===== src/rtl/lsu.sv =====
// Load/store unit: one memory op at a time, 8-byte-aligned data-memory requests,
// byte-lane store shifting/strobing and load alignment with sign/zero extension.
module lsu #(
  parameter int XLEN   = 64,
  parameter int STRB_W = XLEN / 8
) (
  input  logic              clk,
  input  logic              rst,
  input  logic              req_valid_i,
  output logic              req_ready_o,
  input  logic              load_i,
  input  logic              store_i,
  input  logic [1:0]        size_i,
  input  logic              unsigned_i,
  input  logic [XLEN-1:0]   addr_i,
  input  logic [XLEN-1:0]   wdata_i,
  output logic              dmem_req_valid_o,
  input  logic              dmem_req_ready_i,
  output logic [XLEN-1:0]   dmem_addr_o,
  output logic              dmem_we_o,
  output logic [STRB_W-1:0] dmem_wstrb_o,
  output logic [XLEN-1:0]   dmem_wdata_o,
  input  logic              dmem_rsp_valid_i,
  input  logic [XLEN-1:0]   dmem_rdata_i,
  output logic              done_o,
  output logic [XLEN-1:0]   load_data_o,
  output logic              misalign_o
);

  // Valid/ready: a transfer happens on a rising edge where both valid and ready
  // are high; while valid is high without ready, every payload signal holds.

  typedef enum logic [1:0] {
    S_IDLE     = 2'd0,
    S_REQ      = 2'd1,
    S_WAIT_RSP = 2'd2
  } state_e;

  state_e state_q, state_d;

  logic [XLEN-1:0]   addr_q, addr_d;
  logic              we_q, we_d;
  logic [STRB_W-1:0] wstrb_q, wstrb_d;
  logic [XLEN-1:0]   wdata_q, wdata_d;
  logic [2:0]        off_q, off_d;
  logic [1:0]        size_q, size_d;
  logic              uns_q, uns_d;
  logic              done_q, done_d;
  logic [XLEN-1:0]   load_data_q, load_data_d;
  logic              misalign_q, misalign_d;

  logic              accept;
  logic              misaligned;
  logic [2:0]        in_off;
  logic [STRB_W-1:0] in_mask;
  logic [XLEN-1:0]   rsp_sh;
  logic [XLEN-1:0]   rsp_ext;

  assign in_off = addr_i[2:0];
  assign accept = (state_q == S_IDLE) && req_valid_i && (load_i || store_i);

  always_comb begin
    misaligned = 1'b0;
    in_mask    = '1;
    case (size_i)
      2'd0: begin
        misaligned = 1'b0;
        in_mask    = STRB_W'(8'h01);
      end
      2'd1: begin
        misaligned = addr_i[0];
        in_mask    = STRB_W'(8'h03);
      end
      2'd2: begin
        misaligned = (addr_i[1:0] != 2'b00);
        in_mask    = STRB_W'(8'h0F);
      end
      default: begin
        misaligned = (addr_i[2:0] != 3'b000);
        in_mask    = '1;
      end
    endcase
  end

  // Response is shifted down by the captured byte offset, then extended by size.
  assign rsp_sh = dmem_rdata_i >> {off_q, 3'b000};

  always_comb begin
    rsp_ext = rsp_sh;
    case (size_q)
      2'd0: rsp_ext = uns_q ? XLEN'(rsp_sh[7:0])  : {{(XLEN-8){rsp_sh[7]}}, rsp_sh[7:0]};
      2'd1: rsp_ext = uns_q ? XLEN'(rsp_sh[15:0]) : {{(XLEN-16){rsp_sh[15]}}, rsp_sh[15:0]};
      2'd2: rsp_ext = uns_q ? XLEN'(rsp_sh[31:0]) : {{(XLEN-32){rsp_sh[31]}}, rsp_sh[31:0]};
      default: rsp_ext = rsp_sh;
    endcase
  end

  always_ff @(posedge clk or posedge rst) begin
    if (rst) begin
      state_q     <= S_IDLE;
      addr_q      <= '0;
      we_q        <= 1'b0;
      wstrb_q     <= '0;
      wdata_q     <= '0;
      off_q       <= '0;
      size_q      <= '0;
      uns_q       <= 1'b0;
      done_q      <= 1'b0;
      load_data_q <= '0;
      misalign_q  <= 1'b0;
    end else begin
      state_q     <= state_d;
      addr_q      <= addr_d;
      we_q        <= we_d;
      wstrb_q     <= wstrb_d;
      wdata_q     <= wdata_d;
      off_q       <= off_d;
      size_q      <= size_d;
      uns_q       <= uns_d;
      done_q      <= done_d;
      load_data_q <= load_data_d;
      misalign_q  <= misalign_d;
    end
  end

  always_comb begin
    state_d     = state_q;
    addr_d      = addr_q;
    we_d        = we_q;
    wstrb_d     = wstrb_q;
    wdata_d     = wdata_q;
    off_d       = off_q;
    size_d      = size_q;
    uns_d       = uns_q;
    done_d      = 1'b0;
    load_data_d = load_data_q;
    misalign_d  = misalign_q;
    case (state_q)
      S_IDLE: begin
        if (accept) begin
          if (misaligned) begin
            done_d     = 1'b1;
            misalign_d = 1'b1;
          end else begin
            state_d = S_REQ;
            addr_d  = {addr_i[XLEN-1:3], 3'b000};
            we_d    = store_i;
            wstrb_d = in_mask << in_off;
            wdata_d = wdata_i << {in_off, 3'b000};
            off_d   = in_off;
            size_d  = size_i;
            uns_d   = unsigned_i;
          end
        end
      end
      S_REQ: begin
        if (dmem_req_ready_i) begin
          if (we_q) begin
            state_d    = S_IDLE;
            done_d     = 1'b1;
            misalign_d = 1'b0;
          end else begin
            state_d = S_WAIT_RSP;
          end
        end
      end
      S_WAIT_RSP: begin
        if (dmem_rsp_valid_i) begin
          state_d     = S_IDLE;
          done_d      = 1'b1;
          misalign_d  = 1'b0;
          load_data_d = rsp_ext;
        end
      end
      default: state_d = S_IDLE;
    endcase
  end

  always_comb begin
    req_ready_o      = (state_q == S_IDLE);
    dmem_req_valid_o = (state_q == S_REQ);
    dmem_addr_o      = addr_q;
    dmem_we_o        = we_q;
    dmem_wstrb_o     = wstrb_q;
    dmem_wdata_o     = wdata_q;
    done_o           = done_q;
    load_data_o      = load_data_q;
    misalign_o       = misalign_q;
  end

endmodule

===== config.mk =====
export PLATFORM = sky130hd
export DESIGN_NAME = lsu
export DESIGN_NICKNAME = d
export VERILOG_FILES = /design/src/rtl/lsu.sv
export SDC_FILE = /design/constraint.sdc
export NUM_CORES = 1
export LEC_CHECK = 0
export CELL_PAD_IN_SITES_DETAIL_PLACEMENT = 0
export CELL_PAD_IN_SITES_GLOBAL_PLACEMENT = 2
export CORE_ASPECT_RATIO = 0.7
export CORE_MARGIN = 1.5
export CORE_UTILIZATION = 25
export DETAILED_ROUTE_END_ITERATION = 7
export PLACE_DENSITY = 0.73
export SLEW_MARGIN = 20
export SYNTH_ARGS = -nofsm -noshare
export SYNTH_HDL_FRONTEND = slang
export SYNTH_SLANG_ARGS = --single-unit
export TNS_END_PERCENT = 100

===== constraint.sdc =====
create_clock -name clk -period 12.2 [get_ports clk]
set_input_delay 1.83 -clock clk [delete_from_list [all_inputs] [get_ports clk]]
set_output_delay 1.83 -clock clk [all_outputs]
set_load 0.005 [all_outputs]

# ---- Yosys cells after proc, flatten, opt, wreduce, memory -nomap -nowiden
# Cells that the tools add are included.
dict set report word_totals {
  reg_bits 208
  out_inout_bits 205
  input_bits 202
  wordCells 64
}
dict set report classes {
  reduce_logical 13
  mux 24
  shifts 3
  n_bitwise 1
  n_eq_ne 12
}
# op count
set ops {}
lappend ops {{$mux W64} 3}
lappend ops {{$pmux W64 S3} 1}
lappend ops {{$shl A64 B6 Y64} 1}
lappend ops {{$shr A64 B6 Y64} 1}
lappend ops {{$pmux W8 S3} 1}
lappend ops {{$mux W1} 10}
lappend ops {{$mux W2} 5}
lappend ops {{$pmux W1 S3} 3}
lappend ops {{$ne A2 B1 Y1 const B} 4}
lappend ops {{$shl A8 B3 Y8} 1}
lappend ops {{$eq A2 B1 Y1 const B} 3}
lappend ops {{$eq A2 B2 Y1 const B} 3}
lappend ops {{$logic_not A2 Y1} 3}
lappend ops {{$pmux W2 S3} 1}
lappend ops {{$reduce_and A6 Y1} 1}
lappend ops {{$reduce_bool A3 Y1} 2}
lappend ops {{$ne A2 B2 Y1 const B} 2}
lappend ops {{$reduce_and A4 Y1} 1}
lappend ops {{$reduce_and A3 Y1} 1}
lappend ops {{$logic_and A1 B1 Y1} 2}
lappend ops {{$reduce_and A2 Y1} 1}
lappend ops {{$reduce_bool A2 Y1} 1}
lappend ops {{$logic_or A1 B1 Y1} 1}
lappend ops {{$not A1 Y1} 1}

# ---- Longest topological paths before layout
# Gate-level depths: netlist of the first run.
dict set report logic_depth {
  depth_word 5
  mapped_depth 9
  ltp_nobuf 6
}

# ---- Least setup slack after synthesis of the first run
# OpenSTA, ideal clock, no wires.
dict set report synth_timing {
  path_kind {input -> register}
  startpoint {input port addr_i[1]}
  endpoint {register wdata_q[32] (netlist: dmem_wdata_o[32])}
  required_time_ps 12074
  t_arrival_ps 3252
  cell_stages 6
  n_path_buf 3
  setup_ps 126
  path_slack_ps 8822
  path_cell_list {clkbuf_1 buf_2 buf_2 mux4_2 a221oi_1 nor2_1}
}
dict set report synth_between {
  elab_chain_cells 4
  elab_cells_between_ends 6
  cone_classes {shift (1); mux (1); bitwise (1); reduce/logical (3)}
}
# item line_no
set synth_rtl {}
lappend synth_rtl {{from (decl)} 15} ;# input logic [XLEN-1:0] addr_i,
lappend synth_rtl {{branches (longest 4 deep; another with $shl A64 B6 Y64)} n/a}
lappend synth_rtl {{to (signal assigned)} 116} ;# wdata_q <= wdata_d;
lappend synth_rtl {{to (decl)} 44} ;# logic [XLEN-1:0] wdata_q, wdata_d;
# Several ways; the timed one is not identified.
# A chain may end at the register's enable or synchronous reset.

# ---- Worst setup path in the final report of the first run
dict set report layout_timing {
  startpoint {input port addr_i[2]}
  endpoint {register state_q[1]}
}
dict set report layout_between {
  elab_chain_cells 4
}
# item line_no
set layout_rtl {}
lappend layout_rtl {{$reduce_bool A3 Y1} 79} ;# misaligned = (addr_i[2:0] != 3'b000);
lappend layout_rtl {{$pmux W1 S3} 65} ;# case (size_i)
lappend layout_rtl {{$ne A2 B2 Y1 (no line)} n/a}
lappend layout_rtl {{$reduce_and A4 Y1 (no line)} n/a}
lappend layout_rtl {{to (signal assigned)} 112} ;# state_q <= state_d;
lappend layout_rtl {{to (decl)} 39} ;# state_e state_q, state_d;
# Every way passes these cells.

==> results.cfg, run 1 <==
[cells_and_area]
layout_common_cells = 401 x clkdlybuf4s50_1, 327 x nand2_1, 205 x dfrtp_1, 127 x nor2_1, 86 x mux2i_1
fin_area_um2 = 16800
finalNonFillerCells = 2173
drive_gt1_frac = 0.110
syn_to_final_growth_pct = 46.5
nNetsFinal = 1761
mostFrequentLayoutCell = clkdlybuf4s50_1

[die]
fp.dieW_um = 259
ioPinCount = 407
die_h_um = 182
initial_utilization = 0.254
core_um2 = 45100
die_area_um2 = 47100
rows = 65

[timing]
setup_viol = 0
timing.final.crit_share = 0.413
hold_viol = 0
min_period_ns = 5.03
fmax_mhz = 199
drv_slew = 0
fin_tns_setup_ns = 0
setup_slack_ns = 7.17
slew_headroom = 0.307
skew_ns = 0.0200
tightest_slew_ns = 1.04
grt_setup_unrepaired = no

[power]
swShare = 0.356
p_total_mw = 3.75
pwr-share-clk = 0.206
p_sw_mw = 1.34
peakVddDrop_v = 0.000105
p_per_area_nw_per_um2 = 223
p_leak_nw = 7.04
p_comb_frac = 0.466
intPower_mw = 2.41
p_seq_frac = 0.329

[global_route]
antenna_found_initial = 2
track_usage = 0.189
grt_pass1_vias = 10500
busiest_layer = met2
grt-ovfl-total = 0
grt_max_degree = 107
grt_pass1_wl_um = 67800
grt_use_met3 = 0.0565
grtUsageMet2 = 0.280
use_met1 = 0.267

[drt]
drtIter0Drc = 603
wirelength_um = 45000
vias_per_cell = 4.70
num_vias = 10200
firstDrtPassIters = 5
drc = 0
postRouteAntennaNets = 0
wl_per_cell_um = 20.7

[setup_path]
max_stage_delay_ns = 0.89
crit_path_end_kind = flop
worstRegToRegCells = 7
cp_data_required_time_ns = 12.62
reg2reg_slack_ns = 8.73
crit_type = in2reg
path_cells = clkdlybuf4s50_1 > buf_4 > a21oi_1 > o21ai_0 > nand2b_4 > buf_4 > a21oi_1 > mux2_2
crit_cells = 8
worstPathMaxFanout = 94
path_delay_family = buffers and inverters
worstPathArrival_ns = 5.46
startpoint_type = input pin
critPathBufInv = 3
critPathSlowestCell = buf_4

[clock_network]
clock_latency_ns = 0.54
post_cts_buffers = 0
clock-root-buffer = clkbuf_16
cts.sinks = 208
cts_resized = 0
cts_hold_buf = 0
clk_pin_slew_worst_paths_ns = 0.05
numCtsBuffers = 26
clockBufferDepth = 3
htree_num_levels = 1
cts_tree = done

[synthesis]
syn_avg_cell_area_um2 = 9.54
synth_area_um2 = 11500
synth_seq_cells = 208
synth_ff_type = dfrtp_1
async_reset_ff_frac = 1.00
synth_seq_area_share = 0.454
synthDistinctLibCells = 49
synth-edff-count = 0
synthCells = 1201
yosys_warnings = 0

[job]
drv_cap = 0

[place]
io_buffers = 403
dp_hpwl_um = 33100
preCtsSetupSlack_ns = 6.51
gp_congestion = 0.848
place_area_um2 = 15900
place_inst = 2129

[status]
outcome = finished clean

[min_path]
min_path_type = reg2reg
min_path_cells = 2
[final timing paths]
path / to / startpoint
max: state_q[1] / addr_i[2]
min: dmem_wdata_o[9] / dmem_wdata_o[9]
max reg2reg: dmem_wdata_o[60] / state_q[0]
min reg2reg: dmem_wdata_o[9] / dmem_wdata_o[9]
max in group asynchronous: dmem_addr_o[5] / rst
min in group asynchronous: dmem_addr_o[52] / rst
[Yosys cell counts, types with 2 or more instances]
library cell | count | area, um^2
o21ai_0 | 28 | 140
dfrtp_1 | 208 | 5200
buf_1 | 10 | 37.5
buf_2 | 26 | 130
mux2i_1 | 86 | 861
mux2_2 | 20 | 225
nor2b_1 | 8 | 50.1
o211ai_1 | 11 | 82.6
a2bb2oi_1 | 5 | 43.8
nor3b_1 | 2 | 15.0
a2111oi_0 | 3 | 26.3
nand2_1 | 327 | 1230
nand2b_1 | 8 | 50.1
a21oi_1 | 50 | 250
a22oi_1 | 3 | 22.5
o31ai_1 | 20 | 150
ha_1 | 5 | 62.6
o22ai_1 | 12 | 75.1
inv_1 | 12 | 45.0
mux4_2 | 45 | 1010
or2_2 | 9 | 56.3
nor2_1 | 127 | 477
o22a_1 | 9 | 78.8
a21oi_2 | 30 | 263
a221oi_1 | 14 | 123
a21o_1 | 8 | 60.1
nand3_1 | 22 | 110
o2bb2ai_1 | 6 | 52.6
o21a_1 | 8 | 60.1
clkbuf_1 | 51 | 191
buf_4 | 3 | 22.5
buf_6 | 5 | 56.3
a211oi_1 | 4 | 30.0
[area by class of cell]
cell class	count	area [um^2]
multi-input cells	887	5790
inverters	13	56.3
flip-flops and latches	208	5210
clock inverters	9	115
fillers	4546	28400
repair buffers	418	4140
clock buffers	34	721
well taps	603	754
diodes	1	2.50
[sequential cells by signal (all words and copies together), names as in the netlist]
name,flops
load_data_o,64
dmem_we_o,1
off_q,3
done_o,1
size_q,2
state_q,2
dmem_addr_o,61
dmem_wdata_o,64
uns_q,1
misalign_o,1
dmem_wstrb_o,8
[power groups by stage]
stage	clock [mW]	sequential, mW	combinational, mW
detailed placement	0	1.24	1.77
global route	0.830	1.28	1.91
CTS	0.802	1.24	1.77
finish	0.771	1.23	1.74
floorplan	0	1.20	0.791
global placement	0	1.23	1.77
[metrics by stage]
| stage | util | hold slack [ns] |
|---|---|---|
| after floorplan | - | 0.463 |
| after global placement | 0.353 | 0.451 |
| after detailed placement | 0.353 | 0.456 |
| after CTS | 0.372 | 0.468 |
| after global routing | 0.372 | 0.494 |
| final | 0.372 | 0.466 |
[per-layer routing]
metal  vias up  wire length [um]
met2       315             19500
li1       4871                 -
met3        50              3420
met4         0              1110
met5         -                 0
met1      4983             21000
[logic make-up (layout without fill, tap and decap cells)]
logic type               Yosys count  in the layout  synth area share
flip-flops                       208            208             0.454
multiplexers                     151            151             0.183
AND/OR/NAND/NOR                  509            509             0.178
buffers and inverters            108            474            0.0425
other                              1              4          0.000327
AO/OA/AOI/OAI                    219            219             0.136
adder cells (fa/ha/maj)            5              5           0.00546
[tightest hold or removal path: stages (launching register included)]
cell and delay (ns):
dfrtp_1 0.34, nand2_1 0.05, nand2_1 0.05
Note: power is estimated with default switching activity, not from simulation.
==> run 2, diff against run 1 <==
==> constraint.sdc (replaced) <==
create_clock -name clk -period 5.2 [get_ports clk]
set_input_delay 0.78 -clock clk [delete_from_list [all_inputs] [get_ports clk]]
set_output_delay 0.78 -clock clk [all_outputs]
set_load 0.005 [all_outputs]
==> run 2 against run 1 <==
  * Utilization increased by 0.31 points
  * Sequential power increased by 140%
  * Wire length is 2.6% higher
  * Register-to-register slack worse by 6.6 ns
  * Critical path type unchanged
  * Design area is 0.84% higher
  * Global-route usage is 0.37 points higher
  * Count of clock-buffer cells in the layout is 3 higher
  * Power rose by 140%
==> results.cfg, run 2 (same netlist as run 1, synthesis figures left out) <==
[power]
p_comb_frac = 0.462
p_per_area_nw_per_um2 = 529
swShare = 0.356
intPower_mw = 5.76
p_sw_mw = 3.18
pwr-share-clk = 0.211
p_leak_nw = 7.11
p_seq_frac = 0.327
peakVddDrop_v = 0.000236
p_total_mw = 8.95

[global_route]
grt_max_degree = 100
track_usage = 0.193
grt_pass1_wl_um = 68800
antenna_found_initial = 5
grt_pass1_vias = 10600
grt-ovfl-total = 0

[drt]
drtIter0Drc = 646
drc = 0
postRouteAntennaNets = 0
wl_per_cell_um = 21.2
wirelength_um = 46200
firstDrtPassIters = 5
vias_per_cell = 4.79
num_vias = 10400

[place]
gp_congestion = 0.866
io_buffers = 403
dp_hpwl_um = 34300

[setup_path]
worstRegToRegCells = 6
timing.rr.start = size_q[1]
cp_data_required_time_ns = 5.60
worstPathArrival_ns = 3.42
crit_path_end_kind = flop
reg2reg_slack_ns = 2.18
worstPathMaxFanout = 20
rr_endpoint = load_data_o[32]
startpoint_type = input pin
endpoint = load_data_o[32]
cp-startpoint = dmem_rdata_i[63]
crit_type = in2reg

[cells_and_area]
drive_gt1_frac = 0.114
nNetsFinal = 1764
layout_common_cells = 401 x clkdlybuf4s50_1, 327 x nand2_1, 205 x dfrtp_1, 127 x nor2_1, 86 x mux2i_1
syn_to_final_growth_pct = 47.8
mostFrequentLayoutCell = clkdlybuf4s50_1

[die]
ioPinCount = 407
fp.dieW_um = 259
rows = 65
initial_utilization = 0.254
die_area_um2 = 47100
core_um2 = 45100
die_h_um = 182

[clock_network]
post_cts_buffers = 0
cts_hold_buf = 0
clk_pin_slew_worst_paths_ns = 0.06
clock_latency_ns = 0.53
numCtsBuffers = 25
clockBufferDepth = 3
htree_num_levels = 1
cts.sinks = 208
cts_resized = 0
clock-root-buffer = clkbuf_16
cts_tree = done

[timing]
min_period_ns = 3.02
tightest_slew_ns = 1.11
timing.final.crit_share = 0.581
grt_setup_unrepaired = no
fmax_mhz = 331
slew_headroom = 0.258
hold-worst-slack_ns = 0.468
setup_viol = 0
fin_tns_setup_ns = 0
hold_viol = 0
skew_ns = 0.00829
drv_slew = 0

[min_path]
hp-start = dmem_wdata_o[5]
min_path_type = reg2reg

[status]
outcome = finished clean

[job]
drv_cap = 0
-- run 2: metal layers --
layer,global-route usage,wire [um],up-vias
li1,-,-,4879
met2,0.280,19700,372
met5,0,0,-
met4,0.0653,1520,0
met1,0.275,21600,5133
met3,0.0508,3400,61
-- run 2: worst min-delay path by stage --
stage,depth (start not counted),end,slack [ns]
global placement,2,dmem_wdata_o[7],0.45
detailed placement,2,dmem_wstrb_o[1],0.46
global route,2,dmem_wdata_o[5],0.49
floorplan,2,dmem_wdata_o[0],0.46
CTS,2,dmem_wdata_o[5],0.47
finish,2,dmem_wdata_o[5],0.47
-- run 2: worst max-delay path, cell delays in order --
cell	delay (ns)
clkdlybuf4s50_1	0.50
mux2_2	0.33
o2bb2ai_2	0.22
o41ai_4	0.20
nor3_4	0.78
buf_4	0.46
a21oi_1	0.12
-- run 2: cell type report --
cell class                      count  area, um^2
Clock buffer                       37         771
Timing Repair Buffer              422        4230
Tap cell                          603         754
Inverter                           13        52.6
Antenna cell                        5        12.5
Multi-Input combinational cell    887        5790
Sequential cell                   208        5210
Fill cell                        4524       28200
Clock inverter                      6         108
-- run 2: power groups by stage --
| stage | clock network, mW | registers (mW) | logic (mW) |
|---|---|---|---|
| final | 1.89 | 2.93 | 4.14 |
| after global routing | 2.02 | 3.03 | 4.51 |
| after CTS | 1.95 | 2.94 | 4.18 |
| after detailed placement | 0 | 2.95 | 4.17 |
| after global placement | 0 | 2.94 | 4.19 |
| after floorplan | 0 | 2.82 | 1.86 |
-- run 2: metrics by stage --
| stage | utilization | cell area (um^2) | std cells | worst slack [ns] |
|---|---|---|---|---|
| floorplan | - | 11500 | 1203 | 1.72 |
| global placement | 0.355 | 16000 | 2132 | 1.71 |
| detailed placement | 0.355 | 16000 | 2132 | 1.66 |
| CTS | 0.374 | 16900 | 2175 | 2.19 |
| global route | 0.375 | 16900 | 2181 | 1.96 |
| finish | 0.375 | 16900 | 2181 | 2.18 |
